**src/rtl/frame_rx_pkg.sv**
```systemverilog
// Shared types and default parameter values for the frame_rx receiver.
package frame_rx_pkg;

  typedef enum logic [1:0] {IDLE, DATA, PRTY, STOP} state_e;

  typedef enum logic [1:0] {PAR_NONE, PAR_ODD, PAR_EVEN} parity_e;

  localparam int unsigned DEF_DATA_BITS      = 8;
  localparam parity_e     DEF_PARITY_MODE    = PAR_ODD;
  localparam int unsigned DEF_FIFO_DEPTH     = 4;
  localparam int unsigned DEF_TIMEOUT_CYCLES = 2000;

endpackage

```
**src/rtl/frame_rx_fifo.sv**
```systemverilog
// First-word-fall-through buffer; extra pointer bit distinguishes full from empty.
module frame_rx_fifo #(
  parameter int unsigned WIDTH = 8,
  parameter int unsigned DEPTH = 4
) (
  input  logic             clk,
  input  logic             rst_n,
  input  logic             push,
  input  logic [WIDTH-1:0] wdata,
  input  logic             pop,
  output logic [WIDTH-1:0] rdata,
  output logic             full,
  output logic             empty
);

  localparam int unsigned AW = $clog2(DEPTH);
  localparam logic [AW:0] PTR_ONE = 1;

  logic [AW:0]      wr_ptr_q, wr_ptr_d;
  logic [AW:0]      rd_ptr_q, rd_ptr_d;
  logic [WIDTH-1:0] mem_q [DEPTH];
  logic             wr_en, rd_en;

  always_comb begin
    empty    = (wr_ptr_q == rd_ptr_q);
    full     = (wr_ptr_q[AW] != rd_ptr_q[AW]) && (wr_ptr_q[AW-1:0] == rd_ptr_q[AW-1:0]);
    rd_en    = pop && !empty;
    // When full, a simultaneous pop frees the head slot that the push then reuses.
    wr_en    = push && (!full || rd_en);
    wr_ptr_d = wr_en ? wr_ptr_q + PTR_ONE : wr_ptr_q;
    rd_ptr_d = rd_en ? rd_ptr_q + PTR_ONE : rd_ptr_q;
    rdata    = mem_q[rd_ptr_q[AW-1:0]];
  end

  always_ff @(posedge clk or negedge rst_n) begin
    if (!rst_n) begin
      wr_ptr_q <= '0;
      rd_ptr_q <= '0;
    end else begin
      wr_ptr_q <= wr_ptr_d;
      rd_ptr_q <= rd_ptr_d;
    end
  end

  always_ff @(posedge clk) begin
    if (wr_en) mem_q[wr_ptr_q[AW-1:0]] <= wdata;
  end

endmodule

```
**src/rtl/frame_rx.sv**
```systemverilog
// Clocked-serial frame receiver with synchronizers, parity/stop checking and a word buffer.
// Define FRAME_RX_TIMEOUT_EN to build the inter-edge timeout watchdog.
module frame_rx
  import frame_rx_pkg::*;
#(
  parameter int unsigned DATA_BITS      = DEF_DATA_BITS,
  parameter parity_e     PARITY_MODE    = DEF_PARITY_MODE,
  parameter int unsigned FIFO_DEPTH     = DEF_FIFO_DEPTH,
  parameter int unsigned TIMEOUT_CYCLES = DEF_TIMEOUT_CYCLES
) (
  input  logic                 sysclk,
  input  logic                 rst_n,
  input  logic                 clk,
  input  logic                 dat,
  output logic [DATA_BITS-1:0] rd_data,
  output logic                 rd_valid,
  input  logic                 rd_ready,
  output logic                 err_start,
  output logic                 err_parity,
  output logic                 err_stop,
  output logic                 err_timeout,
  output logic                 err_overflow
);

  localparam int unsigned CW = $clog2(DATA_BITS);

  if (DATA_BITS < 5 || DATA_BITS > 16) begin : g_bad_bits
    $error("frame_rx: DATA_BITS out of range");
  end
  if (FIFO_DEPTH < 2 || FIFO_DEPTH > 16 || (FIFO_DEPTH & (FIFO_DEPTH - 1)) != 0) begin : g_bad_depth
    $error("frame_rx: FIFO_DEPTH must be a power of two in 2..16");
  end
  if (TIMEOUT_CYCLES < 1) begin : g_bad_timeout
    $error("frame_rx: TIMEOUT_CYCLES must be at least 1");
  end

  logic [1:0]           clk_s_q, dat_s_q;
  logic                 clk_prev_q;
  logic                 bit_evt, dat_s;

  state_e               state_q, state_d;
  logic [CW-1:0]        cnt_q, cnt_d;
  logic [DATA_BITS-1:0] shift_q, shift_d;
  logic                 par_q, par_d;
  logic                 push, pop, full, empty;
  logic                 err_start_q, err_start_d;
  logic                 err_parity_q, err_parity_d;
  logic                 err_stop_q, err_stop_d;
  logic                 err_overflow_q, err_overflow_d;

  assign bit_evt = clk_prev_q && !clk_s_q[1];
  assign dat_s   = dat_s_q[1];
  assign pop     = rd_valid && rd_ready;

`ifdef FRAME_RX_TIMEOUT_EN
  localparam int unsigned TW = $clog2(TIMEOUT_CYCLES + 1);
  logic [TW-1:0] to_cnt_q, to_cnt_d;
  logic          to_hit;
  logic          err_timeout_q, err_timeout_d;

  always_comb begin
    to_cnt_d = (state_q == IDLE || bit_evt) ? '0 : to_cnt_q + TW'(1);
    to_hit   = (state_q != IDLE) && !bit_evt && (to_cnt_q == TW'(TIMEOUT_CYCLES - 1));
  end

  always_ff @(posedge sysclk or negedge rst_n) begin
    if (!rst_n) begin
      to_cnt_q      <= '0;
      err_timeout_q <= 1'b0;
    end else begin
      to_cnt_q      <= to_cnt_d;
      err_timeout_q <= err_timeout_d;
    end
  end

  assign err_timeout = err_timeout_q;
`else
  assign err_timeout = 1'b0;
`endif

  always_comb begin
    state_d        = state_q;
    cnt_d          = cnt_q;
    shift_d        = shift_q;
    par_d          = par_q;
    push           = 1'b0;
    err_start_d    = 1'b0;
    err_parity_d   = 1'b0;
    err_stop_d     = 1'b0;
`ifdef FRAME_RX_TIMEOUT_EN
    err_timeout_d  = 1'b0;
`endif
    if (bit_evt) begin
      unique case (state_q)
        IDLE: begin
          if (!dat_s) begin
            state_d = DATA;
            cnt_d   = '0;
            shift_d = '0;
            par_d   = 1'b0;
          end else begin
            err_start_d = 1'b1;
          end
        end
        DATA: begin
          shift_d = {dat_s, shift_q[DATA_BITS-1:1]};
          par_d   = par_q ^ dat_s;
          cnt_d   = cnt_q + CW'(1);
          if (cnt_q == CW'(DATA_BITS - 1))
            state_d = (PARITY_MODE == PAR_NONE) ? STOP : PRTY;
        end
        PRTY: begin
          if ((par_q ^ dat_s) == (PARITY_MODE == PAR_ODD)) begin
            state_d = STOP;
          end else begin
            state_d      = IDLE;
            err_parity_d = 1'b1;
          end
        end
        STOP: begin
          state_d = IDLE;
          if (dat_s) push = 1'b1;
          else       err_stop_d = 1'b1;
        end
        default: state_d = IDLE;
      endcase
    end
`ifdef FRAME_RX_TIMEOUT_EN
    else if (to_hit) begin
      state_d       = IDLE;
      err_timeout_d = 1'b1;
    end
`endif
    err_overflow_d = push && full && !pop;
  end

  always_ff @(posedge sysclk or negedge rst_n) begin
    if (!rst_n) begin
      clk_s_q        <= '1;
      dat_s_q        <= '1;
      clk_prev_q     <= 1'b1;
      state_q        <= IDLE;
      cnt_q          <= '0;
      shift_q        <= '0;
      par_q          <= 1'b0;
      err_start_q    <= 1'b0;
      err_parity_q   <= 1'b0;
      err_stop_q     <= 1'b0;
      err_overflow_q <= 1'b0;
    end else begin
      clk_s_q        <= {clk_s_q[0], clk};
      dat_s_q        <= {dat_s_q[0], dat};
      clk_prev_q     <= clk_s_q[1];
      state_q        <= state_d;
      cnt_q          <= cnt_d;
      shift_q        <= shift_d;
      par_q          <= par_d;
      err_start_q    <= err_start_d;
      err_parity_q   <= err_parity_d;
      err_stop_q     <= err_stop_d;
      err_overflow_q <= err_overflow_d;
    end
  end

  assign err_start    = err_start_q;
  assign err_parity   = err_parity_q;
  assign err_stop     = err_stop_q;
  assign err_overflow = err_overflow_q;
  assign rd_valid     = !empty;

  frame_rx_fifo #(
    .WIDTH (DATA_BITS),
    .DEPTH (FIFO_DEPTH)
  ) u_fifo (
    .clk   (sysclk),
    .rst_n (rst_n),
    .push  (push),
    .wdata (shift_q),
    .pop   (pop),
    .rdata (rd_data),
    .full  (full),
    .empty (empty)
  );

endmodule

```
**config.mk**
```make
export PLATFORM = sky130hd
export DESIGN_NAME = frame_rx
export DESIGN_NICKNAME = d
export VERILOG_FILES = /design/src/rtl/frame_rx_pkg.sv /design/src/rtl/frame_rx_fifo.sv /design/src/rtl/frame_rx.sv
export SDC_FILE = /design/constraint.sdc
export NUM_CORES = 1
export LEC_CHECK = 0
export ABC_AREA = 1
export BUFFER_PORTS_ARGS = -buffer_cell sky130_fd_sc_hd__buf_2
export CORE_UTILIZATION = 57
export DETAILED_ROUTE_END_ITERATION = 12
export PLACE_DENSITY = 0.72
export SLEW_MARGIN = 20
export SYNTH_ARGS = -nofsm -noshare
export SYNTH_HDL_FRONTEND = slang
export SYNTH_HIERARCHICAL = 1
export SYNTH_SLANG_ARGS = --single-unit
export TNS_END_PERCENT = 20
```
**constraint.sdc**
```tcl
create_clock -name sysclk -period 2.95 [get_ports sysclk]
set_clock_uncertainty 0.1 [all_clocks]
set_input_delay 0.59 -clock sysclk [delete_from_list [all_inputs] [get_ports sysclk]]
set_output_delay 0.59 -clock sysclk [all_outputs]
set_load 0.05 [all_outputs]
```
Word-level counts from Yosys, hierarchy flattened
Memory sizes are Yosys's and may differ from the RTL's.
Cells that the tools add are included.

cells by class
  add/subtract/negate cells = 3
  equality and inequality tests = 9
  muxes and demuxes = 23
  bitwise logic cells = 1
  reductions and logical operators = 16

operators by type and width
  operator             number
  $pmux 8 s2           1
  $mux 1               14
  $add 3x1->3 const B  3
  $mux 8               1
  $pmux 2 s4           1
  $logic_and 1x1->1    7
  $mux 2               3
  $pmux 3 s2           1
  $reduce_and 3->1     2
  $eq 2x2->1 const B   2
  $logic_not 1->1      4
  $ne 2x2->1 const B   2
  $eq 3x3->1           1
  $eq 3x3->1 const B   1
  $mux 3               1
  $eq 2x1->1 const B   1
  $eq 2x2->1           1
  $logic_not 2->1      1
  $pmux 1 s2           1
  $reduce_bool 2->1    1
  $logic_or 1x1->1     1
  $ne 1x1->1           1
  $xor 1x1->1          1

word-level totals
  flip-flop bits (word level) = 29
  memory bits (writable) = 32
  bits of input ports = 5
  memories = 1

memory list
  memory        words  bits a word  rd ports  clocked after memory_dff  write ports  line                 text
  u_fifo.mem_q  4      8            1         0                         1            frame_rx_fifo.sv:21  logic [WIDTH-1:0] mem_q [DEPTH];

Longest topological paths before layout
Gate-level depths: netlist (run 1).

  word-level depth = 8
  depth in mapped cells = 12
  depth with buffers taken out = 12

Modules after synthesis
Netlist (run 1), hierarchy kept.

by module, submodules not included
  module         times used  cells an instance  area each (µm²)  seq. area each (µm²)
  frame_rx_fifo  1           137                1,647.8          1,111.1
  frame_rx       1           107                1,001.0          581.8

Worst setup path after synthesis (run 1)
OpenSTA, ideal clock, no wires.

  path kind = reg-to-output
  start = register u_fifo.rd_ptr_q[0]
  end = output port rd_data[6]
  arrival time = 1,670 ps
  required time = 2,260 ps
  slack = 590 ps
  cell stages (with the launch flop) = 6
  path buffers = 2
  cells stage by stage = dfrtp_1 buf_6 inv_1 buf_2 o21ai_0 o22ai_1

between the ends
  longest elaborated chain between the ends = 1

RTL lines
  item                    line                 text
  start, declared         frame_rx_fifo.sv:20  logic [AW:0] rd_ptr_q, rd_ptr_d;
  start signal, assigned  frame_rx_fifo.sv:41  rd_ptr_q <= rd_ptr_d;
  $mem_v2 4x8             --
  end, declared           frame_rx.sv:15       output logic [DATA_BITS-1:0] rd_data,

No other way between the ends.

Worst setup path in the final report (run 1)
  start = register u_fifo.rd_ptr_q[1]
  end = memory u_fifo.mem_q[1][7], enable pin

between the ends
  longest elaborated chain between the ends = 8
  elaborated cells on any way between the ends = 11

RTL lines
  item                          line                 text
  $eq 3x3->1                    frame_rx_fifo.sv:25  empty = (wr_ptr_q == rd_ptr_q);
  net empty                     frame_rx.sv:45       logic push, pop, full, empty;
  $logic_not 1->1               frame_rx.sv:169      assign rd_valid = !empty;
  $logic_and 1x1->1             frame_rx.sv:53       assign pop = rd_valid && rd_ready;
  net pop                       frame_rx.sv:45
  $logic_and 1x1->1             frame_rx_fifo.sv:27  rd_en = pop && !empty;
  $logic_or 1x1->1              frame_rx_fifo.sv:29  wr_en = push && (!full || rd_en);
  $logic_and 1x1->1             frame_rx_fifo.sv:29
  $mux 1                        frame_rx_fifo.sv:46  if (wr_en) mem_q[wr_ptr_q[AW-1:0]] <= wdata;
  $mux 1 (not written as such)  frame_rx_fifo.sv:46
  end, declared                 frame_rx_fifo.sv:21

The timed path passes the listed nets, and every way through them passes these cells.

==> results by stage, run 1 <==
Floorplan:
- The floorplan has 24 rows.
- The die is 70.2 um tall.
- The die covers 4920 um2.
- The region available for standard cell placement spans 4410 um2.
- The width of the die is 70.2 um.
- 19 I/O pins were placed.
- For this configuration, the core starts out at a cell density of 0.600.

Layout:
- The multi-input combinational cells in the finished layout cover a total of 803 um2.
- The number of nets in the layout is 282.
- Of the cells placed in the final design, the portion with a size suffix greater than 1 is 0.225.
- The layout has 331 filler cells.
- Across the whole layout, storage elements account for 1690 um2.
- The post-layout instance area is 3000 um2.
- Compared with the post-synthesis result, the final layout area differs by 13.2%.
- The number of antenna diodes in the final layout is 0.

Critical path:
- The type of the worst setup path is reg -> reg.
- The kind of end point of the critical path is a flip-flop.
- The worst register-to-register path begins at u_fifo/rd_ptr_q[1]$_DFFE_PN0P_.
- The delay of the slowest cell on the worst path is 550 ps.
- The endpoint arrival time on the critical path is 2340 ps.
- Of all nets on the critical path, the largest fanout is 12.
- The count of cells along the worst register-to-register path is 10.
- Among all stages on the critical path, the largest delay is contributed by sky130_fd_sc_hd__dfrtp_1.
- The element type at the critical path start is a flip-flop.
- The reg-to-reg critical path endpoint is u_fifo/mem_q[1][7]$_DFFE_PP_.
- STA puts the critical path data required time at 2820 ps.
- The register-to-register path setup slack is 470 ps.
- The critical path goes through inv_2 > nand2_1 > nand2_2 > nand3_2 > inv_1 > nor2_1 > inv_1 > nand4_4 > nand2_4 > nor2_1.

Clock network:
- The number of buffers created by CTS is 9.
- The maximum buffer depth of the clock tree is 2.
- The clock slew at the register clock pins of the worst setup and hold paths is 70 ps.
- In this run, post-CTS hold repair placed 0 buffers.
- Once the clock tree was built, the setup fixing pass inserted 0 buffers.
- The clock network latency to the later pin of the worst-skew pair is 340 ps.
- The number of sinks handled by clock tree synthesis is 61.
- The clock tree synthesis step divided the H-tree into 3 levels.
- The root buffer cell chosen for the clock tree is sky130_fd_sc_hd__clkbuf_8.
- The post-cts repair resize count is 0.
- TritonCTS built the clock tree.

Pwr:
- Across the VDD grid, the largest voltage drop is 0.000504 V.
- The design draws 3080 uW.
- The leakage power is 0.00135 uW.
- The power density of the placed cells is 1030 nW/um2.

Detailed routing:
- Dividing the detail-routed via count by the number of cells gives 5.39.
- After detailed routing, the average wire length per cell comes to 14.2 um.
- The sum of routed wire length over all layers is 4650 um.
- The first-pass iteration count of the detailed router is 4.
- The routed design uses 204 um of met3 wire.
- In the detailed route, the total length drawn on met2 is 2210 um.
- The topmost layer with routed signal wires is met4.
- The count of antenna-violating nets left after detailed routing is 0.
- The DRC violation count after routing is 0.
- Across all layers, the routed design uses 1,763 vias.
- The initial DRC count is 70.
- After detailed routing, the wire length on met1 is 2170 um.

Min path:
- The min-delay analysis places its worst path in the category in -> async.

Place:
- The count of buffers added on input and output ports is 17.
- The congestion estimate from routability-driven global placement came to 0.763.
- Once placement finished, the instance area stood at 2780 um2.
- Prior to clock tree synthesis, the placed netlist has a worst setup slack of 543 ps.
- Summed over all nets, the half-perimeter wirelength after detailed placement is 3130 um.

STA:
- Setup violations remaining at the end of the flow were counted as 0.
- The max-slew violation total from the final report was 0.
- In the finished design, the share of the clock period the worst path needs comes to 0.840.
- Measured against its own limit, the worst slew margin works out to 0.573.
- The count of endpoints failing hold in the final timing report is 0.
- At the pin with the least slew margin, the transition time is 640 ps.
- The top achievable clock speed is 404 MHz.
- The setup slack of the critical path after layout is 473 ps.
- The final period demand of the worst path is 2480 ps.
- Setup repair after global routing left no endpoint under its margin.
- Adding up every negative setup slack in the final design gives 0 ps.

Logic synthesis:
- The gate count after technology mapping is 244.
- The number of unique standard cell types used by synthesis is 25.
- When the netlist entered floorplanning its net count stood at 256.
- For this run, the number of Yosys warnings is 6.
- The share of the Yosys chip area taken by registers is 0.639.
- After synthesis the cells add up to 2650 um2.
- The average instance area after synthesis is 10.9 um2.
- Synthesis inferred 61 register bits.

Global route:
- The number of antenna violations at the first check in global routing is 0.
- The number of global-route vias before repair is 1,669.
- The remaining global-route overflow is 0.
- Entering global routing, the biggest net connects 30 pins.
- The wire length of the first global-routing pass is 7840 um.
- The overall fraction of global-route tracks in use is 0.214.

Run status:
- The flow ran to the end, and the final reports show no timing, DRC or antenna violations.

Job:
- The number of max-cap violations is 0.
## state kept, by name, indices dropped and copies added (netlist names), 2 cells and up
| register | count |
|---|---|
| state_q | 2 |
| dat_s_q | 2 |
| u_fifo/wr_ptr_q | 3 |
| shift_q | 8 |
| clk_s_q | 2 |
| cnt_q | 3 |
| u_fifo/rd_ptr_q | 3 |
| u_fifo/mem_q | 32 |
## final cells by class
class	count	area share
inverters	23	0.0288
multi-input cells	152	0.268
clock inverters	7	0.0325
repair buffers	23	0.0434
well taps	52	0.0217
flip-flops and latches	61	0.564
clock buffers	9	0.0413
## where the power goes
| group | internal, uW | leakage (uW) | switching, uW |
|---|---|---|---|
| Combinational | 304 | 0.000593 | 805 |
| Clock | 478 | 0.000106 | 335 |
| Sequential | 1020 | 0.000653 | 141 |
| Total | 1800 | 0.00135 | 1280 |
## worst max-delay path, delay by kind of cell, from the launching register on
kind	cells	cell delay, ps
buffers and inverters	3	300
DFF	1	550
and+or+nand+nor	7	1140
## logic make-up (layout without fill, tap and decap cells)
| logic type | count (synthesis) | count (layout) | share of synthesized area |
|---|---|---|---|
| AOI/OAI and AO/OA | 27 | 27 | 0.0590 |
| xor gates and xnor gates | 3 | 3 | 0.0128 |
| adders and majority gates | 7 | 7 | 0.0331 |
| buffers and inverters | 31 | 62 | 0.0576 |
| DFF | 61 | 61 | 0.639 |
| other | 1 | 1 | 0.00142 |
| and+or+nand+nor | 114 | 114 | 0.197 |
## per-stage QoR
| stage | hold slack [ps] | utilization | std cells |
|---|---|---|---|
| floorplan | 194 | - | 244 |
| global placement | 247 | 0.629 | 311 |
| detailed placement | 247 | 0.629 | 311 |
| CTS | 182 | 0.679 | 327 |
| global route | 212 | 0.679 | 327 |
| finish | 174 | 0.679 | 327 |
## cell usage in the layout (no fill, tap or decap)
cell type and n:
sky130_fd_sc_hd__buf_2 17, sky130_fd_sc_hd__buf_4 6, sky130_fd_sc_hd__bufinv_16 2, sky130_fd_sc_hd__clkbuf_8 9, sky130_fd_sc_hd__clkinv_2 1, sky130_fd_sc_hd__clkinv_4 1, sky130_fd_sc_hd__clkinvlp_4 2, sky130_fd_sc_hd__conb_1 1
sky130_fd_sc_hd__dfrtp_1 24, sky130_fd_sc_hd__dfstp_2 5, sky130_fd_sc_hd__edfxtp_1 32, sky130_fd_sc_hd__ha_1 7, sky130_fd_sc_hd__inv_1 21, sky130_fd_sc_hd__inv_2 2, sky130_fd_sc_hd__inv_6 1, sky130_fd_sc_hd__nand2_1 54
sky130_fd_sc_hd__nand2_2 4, sky130_fd_sc_hd__nand2_4 2, sky130_fd_sc_hd__nand3_1 19, sky130_fd_sc_hd__nand3_2 2, sky130_fd_sc_hd__nand4_4 1, sky130_fd_sc_hd__nor2_1 28, sky130_fd_sc_hd__nor2_2 2, sky130_fd_sc_hd__nor2_4 1
sky130_fd_sc_hd__nor4_1 1, sky130_fd_sc_hd__o21ai_0 16, sky130_fd_sc_hd__o21ai_2 3, sky130_fd_sc_hd__o22ai_1 8, sky130_fd_sc_hd__xnor2_2 1, sky130_fd_sc_hd__xor2_1 2
## cells in the mapped netlist (all sizes together)
master | n | share of area
nand4 | 1 | 0.0080
conb | 1 | 0.0014
inv | 23 | 0.033
dfrtp | 24 | 0.23
nand3 | 21 | 0.043
nand2 | 60 | 0.094
xor2 | 2 | 0.0066
nor4 | 1 | 0.0024
dfstp | 5 | 0.050
o21ai | 19 | 0.040
xnor2 | 1 | 0.0061
o22ai | 8 | 0.019
edfxtp | 32 | 0.36
ha | 7 | 0.033
buf | 8 | 0.025
nor2 | 31 | 0.049
## layer usage
layer / global-route usage / up-vias
met4: 0.0733 / 0
li1: - / 859
met1: 0.281 / 857
met5: 0 / -
met2: 0.333 / 41
met3: 0.0736 / 6
## worst max path at each step
stage | from | to | slack (ps) | cells past startpoint
finish | u_fifo/rd_ptr_q[1]$_DFFE_PN0P_ | u_fifo/mem_q[1][7]$_DFFE_PP_ | 470 | 10
detailed placement | u_fifo/rd_ptr_q[1]$_DFFE_PN0P_ | u_fifo/mem_q[1][5]$_DFFE_PP_ | 540 | 10
global placement | u_fifo/rd_ptr_q[1]$_DFFE_PN0P_ | u_fifo/mem_q[1][3]$_DFFE_PP_ | 610 | 10
floorplan | u_fifo/rd_ptr_q[0]$_DFFE_PN0P_ | rd_data[6] | 590 | 5
CTS | u_fifo/rd_ptr_q[0]$_DFFE_PN0P_ | rd_data[1] | 510 | 4
global route | u_fifo/rd_ptr_q[1]$_DFFE_PN0P_ | u_fifo/mem_q[1][7]$_DFFE_PP_ | 260 | 10
Power figures use the tool's default switching activity.
==> inputs of run 2 (changes only) <==
==> constraint.sdc (replaced) <==
create_clock -name sysclk -period 2.5 [get_ports sysclk]
set_clock_uncertainty 0.1 [all_clocks]
set_input_delay 0.5 -clock sysclk [delete_from_list [all_inputs] [get_ports sysclk]]
set_output_delay 0.5 -clock sysclk [all_outputs]
set_load 0.05 [all_outputs]
==> run 2 against run 1 <==
Compared with the run above:
- worst setup slack got worse by 260 ps
- worst hold slack got worse by 89 ps
- via count fell by 2.4%
- critical path depth fell by 6
- non-clock buffer count rose by 4
- global-route usage barely moved
==> results by stage, run 2 (same netlist as run 1, synthesis figures left out) <==
Run status:
- The run finished with clean final reports.

Detailed routing:
- The wire length per cell after detailed routing is 13.6 um (-4.4%).
- The met2 wirelength from detailed routing is 2170 um (-2.1%).
- The initial DRC count is 100 (+43%).
- The via count is 1,720 (-2.4%).
- The DRC violation count after routing came to 0 (unchanged).
- The first-pass iteration count of the detailed router is 4 (unchanged).
- The sum of routed wire length over all layers is 4500 um (-3.2%).
- The count of antenna-violating nets left after detailed routing is 0 (unchanged).
- The topmost layer with routed signal wires is met4.
- The ratio of routed vias to standard cells is 5.20 (-3.6%).
- The wire length on met1 is 2110 um (-2.7%).
- The detailed-routed wire length on met3 is 143 um (-30%).

Clock network:
- The master cell of the clock root buffer is sky130_fd_sc_hd__clkbuf_8.
- The clock slew at the register clock pins of the worst setup and hold paths is 70 ps (about the same).
- TritonCTS built the clock tree.
- The number of sinks handled by clock tree synthesis is 61 (unchanged).
- The maximum buffer depth of the clock tree is 2 (unchanged).
- The clock network latency to the later pin of the worst-skew pair is 330 ps (about the same).
- The number of buffers created by CTS was 9 (unchanged).
- The H-tree depth reported by CTS is 3 (unchanged).

Critical path:
- The kind of end point of the critical path is a primary output.
- The required time reported for the critical path endpoint is 1900 ps (-920 ps).
- The delay of the slowest cell on the worst path is 510 ps (-40 ps).
- The critical path goes through buf_4 > o21ai_0 > o22ai_1 > buf_2.
- The critical path startpoint is u_fifo/rd_ptr_q[0]$_DFFE_PN0P_.
- The number of buffers and inverters on the critical path is 2 (-1).
- The cell family contributing the most delay on the critical path is buffers and inverters.
- The beginning of the worst register-to-register path is u_fifo/wr_ptr_q[1]$_DFFE_PN0P_.
- The maximum fanout count along the critical path is 16 (+4).
- The endpoint arrival time on the critical path is 1690 ps (-650 ps).
- The worst setup path is launched from a flip-flop.
- The type of the worst setup path is reg -> out.
- For this design, the slowest cell found on the critical path is sky130_fd_sc_hd__dfrtp_1.

Floorplan:
- The core outline area is 4410 um2 (unchanged).
- The width of the die is 70.2 um (unchanged).
- The starting density of the core is 0.600 (unchanged).
- The number of placed I/O pins is 19 (unchanged).
- The number of core rows is 24 (unchanged).
- The die height is 70.2 um (unchanged).
- The die outline area came to 4920 um2 (unchanged).

STA:
- The setup-violating endpoint count in the final report is 0 (unchanged).
- The transition time at the pin with the least slew margin came to 631 ps (-9.58 ps).
- After layout, the minimum clock period comes to 2290 ps.
- The count of endpoints failing hold in the final timing report is 0 (unchanged).
- The worst relative slew slack is 0.580 (+0.00638).
- Timing would allow up to 437 MHz.
- The total negative slack was 0 ps (unchanged).
- The ratio of final minimum period to clock period is 0.915.
- Setup repair after global routing left no endpoint under its margin.
- The max-slew violation total from the final report is 0 (unchanged).

Job:
- The number of max-cap violations was 0 (unchanged).

Global route:
- The number of antenna violations at the first check in global routing is 0 (unchanged).
- The number of global-route vias before repair is 1,647 (-1.3%).
- The remaining global-route overflow is 0 (unchanged).
- The largest net degree at the start of global routing came to 30 (unchanged).
- The wire length of the first global-routing pass is 7760 um (-1.1%).
- The overall fraction of global-route tracks in use was 0.214 (about the same).

Place:
- The half-perimeter wire length of the detailed placement result is 2950 um (-5.6%).
- The cell area after placement is 2790 um2 (+0.54%).
- The final weighted congestion in routability-driven placement was 0.760 (-0.48%).
- The total instance count after detailed placement is 313 (+0.64%).
- The number of buffers added on ports is 17 (unchanged).

Layout:
- The post-layout utilization of the core is 0.684 (+0.00454).
- The growth of design area from synthesis to finish is 14.0%.
- The number of antenna diodes is 0 (unchanged).
- The number of fill cells in the layout is 342 (+3.3%).
- The number of flip-flops under the largest register name is 32 (unchanged).
- The post-layout instance area is 3020 um2 (+0.67%).
- The number of standard cells in the layout, taps in and fillers out came to 331 (+1.2%).
- The number of nets in the layout is 286 (+1.4%).
- The library cell used most frequently in the layout, excluding fill and tap cells, is sky130_fd_sc_hd__nand2_1.
- The top cell types in the final layout, fill and taps aside, are sky130_fd_sc_hd__nand2_1, sky130_fd_sc_hd__edfxtp_1, sky130_fd_sc_hd__nor2_1.
- The proportion of layout cells with a drive suffix above 1 is 0.229 (+0.00394).

Pwr:
- The maximum vdd drop is 0.000753 V (+50%).
- The leakage power is 0.00136 uW (+0.73%).
- The power density of the placed cells is 1200 nW/um2 (+17%).

Min path:
- The class of the tightest hold or removal check is in -> async.
-- run 2: cell types whose count changed in the layout (fill, tap and decap cells not counted), sizes merged --
cell / change
buf: +4
clkbuf: +2
inv: -2
-- run 2: power breakdown --
group / total [uW] / switching [uW] / internal, uW
sequential: 1360 / 159 / 1200
combinational: 1360 / 961 / 395
clock: 918 / 361 / 557
-- run 2: metrics by stage --
| stage | total power (uW) | hold WS (ps) | setup WS [ps] |
|---|---|---|---|
| floorplan | 2430 | 104 | 195 |
| global placement | 2670 | 245 | 495 |
| detailed placement | 2710 | 248 | 449 |
| CTS | 3640 | 102 | 105 |
| global route | 3860 | 134 | 91.5 |
| finish | 3640 | 85.6 | 213 |
-- run 2: final cells by class --
class	instances	area [um2]	share of cell area
clock buffers	11	131	0.0435
well taps	52	65.1	0.0215
clock inverters	5	76.3	0.0253
flip-flops and latches	61	1690	0.561
multi-input cells	152	803	0.266
inverters	23	90.1	0.0298
repair buffers	27	160	0.0530
-- run 2: path summary, 6_finish.rpt --
kind	end	slack, ps	depth (start not counted)
setup / recovery	rd_data[7]	210	4
hold / removal	err_parity$_DFF_PN0_	90	1
setup reg to reg	u_fifo/mem_q[3][7]$_DFFE_PP_	450	10
hold reg to reg	clk_s_q[1]$_DFF_PN1_	260	0
max in group asynchronous	err_stop$_DFF_PN0_	1800	1
min in group sysclk	clk_s_q[0]$_DFF_PN1_	170	1
-- run 2: metal layers --
layer / global-route usage / vias up
met5: 0 / -
met4: 0.124 / 0
met3: 0.0534 / 7
met2: 0.327 / 33
met1: 0.279 / 817
li1: - / 863
-- run 2: worst register-to-register path: stages (launching register included) --
cell and delay [ps]:
sky130_fd_sc_hd__dfrtp_1 420, sky130_fd_sc_hd__inv_1 110, sky130_fd_sc_hd__nand2_1 100, sky130_fd_sc_hd__nand2_2 90, sky130_fd_sc_hd__nand3_2 130, sky130_fd_sc_hd__inv_1 60, sky130_fd_sc_hd__nor2_1 140, sky130_fd_sc_hd__inv_1 90
sky130_fd_sc_hd__nand4_4 130, sky130_fd_sc_hd__nand3_1 80, sky130_fd_sc_hd__inv_1 280
-- run 2: what timing repair did --
item,CTS,global route
setup buffers,0,2
setup endpoints to repair,0,5
resized for setup,0,1
hold buffers,0,0
endpoints found under the hold margin,0,0
==> inputs of run 3 (changes only) <==
==> constraint.sdc (replaced) <==
create_clock -name sysclk -period 2.9 [get_ports sysclk]
set_clock_uncertainty 0.1 [all_clocks]
set_input_delay 0.58 -clock sysclk [delete_from_list [all_inputs] [get_ports sysclk]]
set_output_delay 0.58 -clock sysclk [all_outputs]
set_load 0.05 [all_outputs]
==> run 3 against run 2 <==
Compared with the run above:
- global-route usage up 0.65 points
- total power down 17%
- routed wire length down 0.11%
==> results by stage, run 3 (same netlist as run 1, synthesis figures left out) <==
Run status:
- The run finished with clean final reports.

Detailed routing:
- The via count came to 1,716 (-0.23%).
- The sum of routed wire length over all layers is 4490 um (-0.11%).
- The first-pass iteration count of the detailed router is 4 (unchanged).
- The wire length per cell after detailed routing came to 13.8 um (+1.4%).
- The initial DRC count is 103 (+3.0%).
- The count of antenna-violating nets left after detailed routing is 0 (unchanged).
- The DRC violation count after routing is 0 (unchanged).
- The ratio of routed vias to standard cells came to 5.26 (+1.3%).

Floorplan:
- The die outline area is 4920 um2 (unchanged).
- The core outline area is 4410 um2 (unchanged).
- The die height is 70.2 um (unchanged).
- The number of placed I/O pins is 19 (unchanged).
- The starting density of the core came to 0.600 (unchanged).
- The width of the die is 70.2 um (unchanged).
- The number of core rows is 24 (unchanged).

Place:
- The cell area after placement is 2770 um2 (-0.81%).
- The number of buffers added on ports came to 17 (unchanged).
- The final weighted congestion in routability-driven placement was 0.851 (+12%).
- The half-perimeter wire length of the detailed placement result is 2940 um (-0.35%).
- The setup slack after placement came to 582 ps (+133 ps).

Critical path:
- The setup path with the least slack is of type reg -> out.
- On the critical path, the stage with the largest delay is an instance of sky130_fd_sc_hd__dfrtp_1.
- The worst setup path is captured at a primary output.
- The worst setup path is launched from a flip-flop.
- The maximum fanout count along the critical path is 17 (+1).
- The endpoint arrival time on the critical path is 1970 ps (+280 ps).
- The number of buffers and inverters on the critical path is 3 (+1).
- The signal on the critical path passes through buf_4 > inv_1 > o21ai_0 > o22ai_1 > buf_2.
- The delay of the slowest cell on the worst path was 440 ps (-70 ps).
- The critical path's top delay family is buffers and inverters.
- The required time reported for the critical path endpoint is 2220 ps (+320 ps).

Min path:
- The min-delay analysis places its worst path in the category in -> async.

Global route:
- The number of global-route vias before repair came to 1,726 (+4.8%).
- The wire length of the first global-routing pass is 7970 um (+2.8%).
- The largest net degree at the start of global routing is 30 (unchanged).
- The number of antenna violations at the first check in global routing is 0 (unchanged).
- The overall fraction of global-route tracks in use is 0.220 (+0.00646).
- The remaining global-route overflow is 0 (unchanged).

Layout:
- The post-layout instance area was 2970 um2 (-1.7%).
- The number of antenna diodes came to 0 (unchanged).
- The area growth from synthesis to layout is 12.0%.
- The proportion of layout cells with a drive suffix above 1 is 0.215 (-0.0141).
- The number of nets in the layout was 281 (-1.7%).
- The commonest non-fill, non-tap cell in the layout is sky130_fd_sc_hd__nand2_1.
- The number of flip-flops under the largest register name is 32 (unchanged).
- The area taken by flip-flops and latches is 1690 um2 (unchanged).
- The footprint of the multi-input gates is 803 um2 (unchanged).
- The number of fill cells in the layout is 336 (-1.8%).
- The library cells used most frequently in the layout, excluding fill and tap cells, are sky130_fd_sc_hd__nand2_1, sky130_fd_sc_hd__edfxtp_1, sky130_fd_sc_hd__nor2_1.

Clock network:
- The number of sinks handled by clock tree synthesis came to 61 (unchanged).
- The count of buffers added by post-CTS timing repair for setup was 0 (unchanged).
- The clock network latency to the later pin of the worst-skew pair was 330 ps (about the same).
- The master cell of the clock root buffer is sky130_fd_sc_hd__clkbuf_8.
- The number of buffers inserted by hold repair at cts is 0 (unchanged).
- The number of buffers created by CTS was 9 (unchanged).
- The H-tree depth reported by CTS is 3 (unchanged).
- The post-cts repair resize count is 0 (unchanged).
- The maximum buffer depth of the clock tree is 2 (unchanged).
- The clock slew at the register clock pins of the worst setup and hold paths is 70 ps (about the same).
- The clock tree from TritonCTS is done.

STA:
- The max-slew violation total from the final report is 0 (unchanged).
- The worst relative slew slack is 0.583 (+0.00358).
- The top achievable clock speed is 377 MHz.
- The transition time at the pin with the least slew margin came to 625 ps (-5.37 ps).
- Setup repair after global routing left no endpoint under its margin.
- In the finished design, the share of the clock period the worst path needs comes to 0.914.
- The count of endpoints failing hold in the final timing report is 0 (unchanged).
- The total negative slack is 0 ps (unchanged).
- The final period demand of the worst path is 2650 ps.
- The setup slack of the critical path after layout was 251 ps (+37.9 ps).
- The setup-violating endpoint count in the final report is 0 (unchanged).
- The worst hold margin is 160 ps (+74.7 ps).

Job:
- The number of max-cap violations is 0 (unchanged).

Pwr:
- The maximum vdd drop came to 0.000544 V (-28%).
- The overall power of the completed layout is 3030 uW (-17%).
- The leakage power is 0.00134 uW (-1.3%).
- The power density of the placed cells came to 1020 nW/um2 (-15%).
run 3: changes by cell type in the layout (fill, tap and decap cells not counted), sizes merged:
cell,previous run,this run
buf,27,22
clkinv,2,0
clkbuf,11,14
clkinvlp,2,0
bufinv,2,0
inv,22,25
run 3: worst paths after layout:
| check | endpoint | startpoint | slack (ps) | cells after the start |
|---|---|---|---|---|
| worst max-delay path | rd_data[1] | u_fifo/rd_ptr_q[0]$_DFFE_PN0P_ | 250 | 5 |
| worst min-delay path | par_q$_DFFE_PN0P_ | rst_n | 160 | 1 |
| worst max register to register | u_fifo/mem_q[2][0]$_DFFE_PP_ | u_fifo/rd_ptr_q[1]$_DFFE_PN0P_ | 550 | 12 |
| worst min register to register | clk_s_q[1]$_DFF_PN1_ | clk_s_q[0]$_DFF_PN1_ | 260 | 0 |
| max in group asynchronous | err_overflow$_DFF_PN0_ | rst_n | 2130 | 1 |
| min in group sysclk | clk_s_q[0]$_DFF_PN1_ | clk | 250 | 1 |
run 3: power by group:
part           switching [uW]  internal [uW]
clock                     315            411
combinational             815            307
sequential                141           1040
total                    1270           1750
run 3: per-stage QoR:
stage | cells | utilization
after floorplan | 244 | -
after global placement | 310 | 0.628
after detailed placement | 310 | 0.628
after CTS | 326 | 0.672
after global routing | 326 | 0.672
final | 326 | 0.672
run 3: worst reg2reg max path, cell delays in order, from the launching register on:
cell,delay [ps]
sky130_fd_sc_hd__dfrtp_1,540
sky130_fd_sc_hd__inv_2,140
sky130_fd_sc_hd__nand2_1,110
sky130_fd_sc_hd__nand2_2,90
sky130_fd_sc_hd__nand3_2,130
sky130_fd_sc_hd__inv_1,70
sky130_fd_sc_hd__nor2_1,110
sky130_fd_sc_hd__buf_4,150
sky130_fd_sc_hd__inv_1,70
sky130_fd_sc_hd__nand4_4,120
sky130_fd_sc_hd__nand2_4,80
sky130_fd_sc_hd__nor2_1,170
sky130_fd_sc_hd__buf_4,200
run 3: layout make-up:
class,instances,share of cell area
Sequential cell,61,0.571
Multi-Input combinational cell,152,0.271
Clock buffer,14,0.0620
Timing Repair Buffer,22,0.0413
Inverter,23,0.0291
Tap cell,52,0.0219
Clock inverter,2,0.00422
run 3: routing by layer:
metal / routed length (um) / global-route usage
met1: 2000 / 0.278
met2: 2190 / 0.342
met3: 252 / 0.0750
met4: 46 / 0.107
met5: 0 / 0
